--- src/rtl/mask_scheduler.sv ---
// mask_scheduler
// Shares one sparsity-mask unit among NREQ requesters. Jobs are granted
// round-robin, issued to the unit with a one-cycle input_ready pulse, and the
// unit's result (o_mask plus xor residues) is returned to the job owner over
// a valid/ready channel. At most one job is in flight.
//
// Ports
//   clk, reset               clock; synchronous active-high reset
//   req_valid/req_ready      per-requester job request / one-hot grant pulse
//   req_i_mask/req_w_mask    packed masks, requester k at [k*LENGTH +: LENGTH]
//   resp_valid/resp_ready    one-hot result valid to owner / per-requester accept
//   resp_mask/xor_i/xor_w    captured unit results, held until the next capture
//   unit_*                   mask unit interface (unit_state: 00 idle, 01 busy, 10 done)
//   job_count/busy_cycles    statistics, live only with MASK_SCHED_STATS_EN
//
// Build option: define MASK_SCHED_STATS_EN to enable the job and busy-cycle
// counters; otherwise both outputs are tied to zero.
//
// state   | meaning
// S_IDLE  | waiting for a request while the unit is idle
// S_ISSUE | presenting latched masks with unit_input_ready
// S_WAIT  | unit computing; capture result when it reports done
// S_RESP  | resp_valid to owner until its resp_ready
module mask_scheduler #(
    parameter  int LENGTH = 32,
    parameter  int NREQ   = 4,
    localparam int IDW    = (NREQ > 1) ? $clog2(NREQ) : 1
) (
    input  logic                   clk,
    input  logic                   reset,
    input  logic [NREQ-1:0]        req_valid,
    input  logic [NREQ*LENGTH-1:0] req_i_mask,
    input  logic [NREQ*LENGTH-1:0] req_w_mask,
    output logic [NREQ-1:0]        req_ready,
    output logic [NREQ-1:0]        resp_valid,
    input  logic [NREQ-1:0]        resp_ready,
    output logic [LENGTH-1:0]      resp_mask,
    output logic [LENGTH-1:0]      resp_xor_i,
    output logic [LENGTH-1:0]      resp_xor_w,
    output logic [LENGTH-1:0]      unit_i_mask,
    output logic [LENGTH-1:0]      unit_w_mask,
    output logic                   unit_input_ready,
    output logic                   unit_output_taken,
    input  logic [LENGTH-1:0]      unit_o_mask,
    input  logic [LENGTH-1:0]      unit_xor_i_mask,
    input  logic [LENGTH-1:0]      unit_xor_w_mask,
    input  logic [1:0]             unit_state,
    output logic [15:0]            job_count,
    output logic [31:0]            busy_cycles
);

    typedef enum logic [1:0] {S_IDLE, S_ISSUE, S_WAIT, S_RESP} state_t;

    state_t            state_q;
    logic [IDW-1:0]    rr_ptr_q;
    logic [IDW-1:0]    rr_ptr_d;
    logic [IDW-1:0]    owner_q;
    logic [LENGTH-1:0] i_lat_q;
    logic [LENGTH-1:0] w_lat_q;
    logic [LENGTH-1:0] resp_mask_q;
    logic [LENGTH-1:0] resp_xor_i_q;
    logic [LENGTH-1:0] resp_xor_w_q;

    logic              grant;
    logic              found;
    logic              resp_hs;
    logic [IDW-1:0]    winner;
    int                idx;

    // Round-robin search starting at rr_ptr_q, wrapping NREQ-1 -> 0.
    always_comb begin
        winner = rr_ptr_q;
        found  = 1'b0;
        idx    = 0;
        for (int k = 0; k < NREQ; k++) begin
            idx = int'(rr_ptr_q) + k;
            if (idx >= NREQ) idx = idx - NREQ;
            if (!found && req_valid[IDW'(idx)]) begin
                found  = 1'b1;
                winner = IDW'(idx);
            end
        end
    end

    // Gated by reset so no grant pulse leaks out while reset is held.
    assign grant    = !reset && (state_q == S_IDLE) && (|req_valid) && (unit_state == 2'b00);
    assign resp_hs  = (state_q == S_RESP) && resp_ready[owner_q];
    assign rr_ptr_d = (owner_q == IDW'(NREQ - 1)) ? '0 : owner_q + IDW'(1);

    assign req_ready         = grant ? (NREQ'(1) << winner) : '0;
    assign resp_valid        = (state_q == S_RESP) ? (NREQ'(1) << owner_q) : '0;
    assign unit_input_ready  = (state_q == S_ISSUE);
    assign unit_output_taken = (state_q == S_WAIT) && (unit_state == 2'b10);
    assign unit_i_mask       = i_lat_q;
    assign unit_w_mask       = w_lat_q;
    assign resp_mask         = resp_mask_q;
    assign resp_xor_i        = resp_xor_i_q;
    assign resp_xor_w        = resp_xor_w_q;

    always_ff @(posedge clk) begin
        if (reset) begin
            state_q      <= S_IDLE;
            rr_ptr_q     <= '0;
            owner_q      <= '0;
            i_lat_q      <= '0;
            w_lat_q      <= '0;
            resp_mask_q  <= '0;
            resp_xor_i_q <= '0;
            resp_xor_w_q <= '0;
        end else begin
            case (state_q)
                S_IDLE: begin
                    if (grant) begin
                        owner_q <= winner;
                        i_lat_q <= req_i_mask[winner*LENGTH +: LENGTH];
                        w_lat_q <= req_w_mask[winner*LENGTH +: LENGTH];
                        state_q <= S_ISSUE;
                    end
                end
                S_ISSUE: state_q <= S_WAIT;
                S_WAIT: begin
                    // Capture in the same cycle output_taken is pulsed.
                    if (unit_state == 2'b10) begin
                        resp_mask_q  <= unit_o_mask;
                        resp_xor_i_q <= unit_xor_i_mask;
                        resp_xor_w_q <= unit_xor_w_mask;
                        state_q      <= S_RESP;
                    end
                end
                S_RESP: begin
                    if (resp_hs) begin
                        rr_ptr_q <= rr_ptr_d;
                        state_q  <= S_IDLE;
                    end
                end
                default: state_q <= S_IDLE;
            endcase
        end
    end

`ifdef MASK_SCHED_STATS_EN
    logic [15:0] job_count_q;
    logic [31:0] busy_cycles_q;

    always_ff @(posedge clk) begin
        if (reset) begin
            job_count_q   <= '0;
            busy_cycles_q <= '0;
        end else begin
            if (resp_hs) job_count_q <= job_count_q + 16'd1;
            if (state_q != S_IDLE && busy_cycles_q != 32'hFFFF_FFFF)
                busy_cycles_q <= busy_cycles_q + 32'd1;
        end
    end

    assign job_count   = job_count_q;
    assign busy_cycles = busy_cycles_q;
`else
    assign job_count   = '0;
    assign busy_cycles = '0;
`endif

endmodule

--- config.mk ---
export PLATFORM = sky130hd
export DESIGN_NAME = mask_scheduler
export DESIGN_NICKNAME = d
export VERILOG_FILES = /design/src/rtl/mask_scheduler.sv
export SDC_FILE = /design/constraint.sdc
export NUM_CORES = 1
export LEC_CHECK = 0
export ABC_CLOCK_PERIOD_IN_PS = 3600
export CORE_AREA = 5 5 220 222
export CTS_CLUSTER_DIAMETER = 80
export CTS_CLUSTER_SIZE = 10
export DETAILED_ROUTE_END_ITERATION = 16
export DIE_AREA = 0 0 225 227
export PLACE_DENSITY = 0.47
export SYNTH_ARGS = -nofsm -noshare
export SYNTH_HDL_FRONTEND = slang
export SYNTH_SLANG_ARGS = --single-unit
--- constraint.sdc ---
create_clock -name clk -period 3.6 [get_ports clk]
set_input_delay 0.72 -clock clk [delete_from_list [all_inputs] [get_ports clk]]
set_output_delay 0.72 -clock clk [all_outputs]
set_load 0.01 [all_outputs]
==> run_results.csv <==
group,metric,value,unit
status,status,"completed",
global_route,grt_first_pass_wirelength,61.66,mm
sta,period_minus_slack,3403,ps
worst_setup_path,criticalPathCategory,"in -> out",
pwr,ir_worst_vdd,0.2884,mV
floorplan,die_w,225,um
min_path,hold_class,"reg -> reg",
drt,drt-vias-per-instance,4.357,
sta,relSlewSlack,0.3031,
drt,drc,0,
cells_and_area,n_fill_cell,4929,
sta,tns,0,ps
clocking,cts_buffers,17,
drt,drtPass1Iterations,5,
global_route,antenna_found_initial,2,
place,pre_cts_ws,-99.81,ps
worst_setup_path,cp.required,2880,ps
synthesis,synth_edf_count,0,
pwr,power_density,362.1,nW/um^2
place,dpl.hpwl,32.04,mm
global_route,grt_max_degree,167,
floorplan,row_count,79,
synthesis,yosysMostFrequentCell,"nand2_1",
global_route,track_usage,0.1590,
sta,setup_viol,0,
pwr,p_switching,1.680,mW
clocking,clock_sinks,166,
synthesis,avgSynthCellArea,7.699,um^2
pwr,p_comb_frac,0.285,
pwr,intPower,3.934,mW
floorplan,core-area,46160,um^2
cells_and_area,drive_above_1_share,0.06026,
run,maxCapViolCount,0,
worst_setup_path,cp-start-kind,"input pin",
sta,rsz0062_at_grt,"false",
clocking,cts_setup_buffers,0,
cells_and_area,final_core_util,0.3358,
cells_and_area,area_growth,72.25,%
worst_setup_path,path_max_fanout,5,
cells_and_area,fin_area,15500,um^2
sta,tightest_slew,1045,ps
synthesis,syn_area,9000,um^2
sta,hold_violations,0,
synthesis,synth_common_cells,"240 x nand2_1, 166 x dfxtp_1, 144 x a21oi_1",
place,place_inst,2252,
sta,final.period_utilization,0.9452,
clocking,hold_buffers,0,
sta,finClkSkew,10.04,ps
clocking,cts_tree,"done",
place,io_buffers,533,
synthesis,ys_types,47,
synthesis,synth_area_leaders,"dfxtp_1 37%, nand2_1 10%, a21oi_1 8.0%",
cells_and_area,num_antenna_cells,0,
synthesis,yosysWarnings,0,
pwr,power.total,5.614,mW
synthesis,async_reset_ff_frac,0,
cells_and_area,instances_no_fill,2283,
worst_setup_path,setup.worst_path.start,"req_valid[2]",
floorplan,die_area,51080,um^2
floorplan,die_h,227,um
drt,wl,42.61,mm
clocking,htree_levels,4,
min_path,min_from,"resp_xor_w[13]",
global_route,grt-ovfl-total,0,
clocking,cts-root-buf,"clkbuf_16",
synthesis,ys_seq_area_frac,0.3692,
worst_setup_path,arrival,2680,ps
worst_setup_path,reg2reg_from,"rr_ptr_q[0]",
sta,hold_slack,453.8,ps
synthesis,synth_ff_type,"dfxtp_1",
cells_and_area,seq_area,3323,um^2
pwr,swShare,0.2992,
sta,setup_slack,197.1,ps
drt,vias,9946,
worst_setup_path,end_kind,"primary output",
sta,fmax,293.9,MHz
pwr,p_leak,5.525,nW
cells_and_area,multiInputGateArea,4796,um^2
place,place.gp.congestion,0.8369,
synthesis,yosysTopAreaCell,"dfxtp_1",
place,dpl_cell_area,14910,um^2
synthesis,synthCells,1169,
pwr,pwr-share-seq,0.373,
drt,wire_per_inst,18.66,um
clocking,clk_latency,480,ps
floorplan,start_util,0.1950,
clocking,cts_resized,4,
sta,final_max_slew_viol_count,0,
drt,first_iter_violations,533,
clocking,cts_buffer_depth,2,
floorplan,boundaryPins,582,
synthesis,synth.top_cell.area_share,0.3692,
global_route,first_global_vias,9825,
drt,postRouteAntennaNets,0,
synthesis,ys_seq_elements,166,
clocking,cts.clk_slew.worst_paths,60,ps
pwr,pwr-share-clk,0.342,
cells_and_area,nNetsFinal,2036,
==> cell families (layout without fill, tap and decap cells) <==
| logic type | count (synthesis) | in the layout | share of synthesized area |
|---|---|---|---|
| other cells | 1 | 48 | 0.0004167 |
| compound gates | 393 | 393 | 0.2782 |
| simple gates | 298 | 298 | 0.1411 |
| flops | 166 | 166 | 0.3692 |
| buf+inv | 237 | 697 | 0.1251 |
| fa+ha+maj | 8 | 8 | 0.01112 |
| mux | 66 | 66 | 0.07479 |
==> placed cells by master (no fill, tap or decap), types with 3 or more instances in the layout <==
cell / n
clkdlybuf4s50_1: 527
nand2_1: 239
dfxtp_1: 166
a21oi_1: 144
inv_1: 91
mux2i_1: 65
conb_1: 48
a211oi_1: 44
a21boi_0: 42
o31ai_1: 42
buf_4: 36
o21ai_1: 33
o21bai_1: 22
a221oi_1: 22
o22ai_1: 22
clkbuf_16: 17
or2_2: 12
o21ai_0: 10
or2_0: 10
ha_1: 8
nand2b_1: 5
and2_1: 5
nor2_1: 5
clkinvlp_4: 4
buf_12: 4
o21ai_4: 3
nor3b_1: 3
dlygate4sd2_1: 3
==> layout make-up <==
class / count / area share
clock buffer: 19 / 0.02857
clock inverter: 12 / 0.009282
inverter: 93 / 0.02252
multi-input combinational: 813 / 0.3094
sequential: 166 / 0.2144
tap: 607 / 0.04899
timing repair buffer: 573 / 0.3669
==> power groups by stage <==
stage	Combinational, mW	Clock, mW	Sequential (mW)
after floorplan	0.622	0	2.20
after global placement	1.62	0	2.13
after detailed placement	1.62	0	2.14
after CTS	1.63	2.04	2.09
after global routing	1.74	2.08	2.11
final	1.60	1.92	2.09
==> critical path, cell delays in order <==
cell and delay (ps):
clkdlybuf4s50_1 400, buf_4 160, buf_4 150, or4_1 470, o22a_1 200, o21ai_2 70
and2_1 150, dlygate4sd2_1 340
==> metal layers <==
metal	global-route usage	share of wire	vias up
met4	0.05873	0.025	4
met2	0.2611	0.48	432
met1	0.1882	0.40	4572
li1	-	-	4891
met5	0	0.00063	-
met3	0.06409	0.094	47
==> final timing paths <==
kind	endpoint	slack, ps	cells past startpoint
min reg2reg	resp_xor_w[13]	450	2
max	req_ready[0]	200	8
max reg2reg	unit_i_mask[8]	1010	8
min	resp_xor_w[13]	450	2
==> flip-flops by register name, indices dropped and copies added, names as in the netlist <==
name         flops
resp_xor_i      32
resp_xor_w      32
resp_mask       32
unit_i_mask     32
owner_q          2
unit_w_mask     32
state_q          2
rr_ptr_q         2
(Power assumes the default switching activity.)
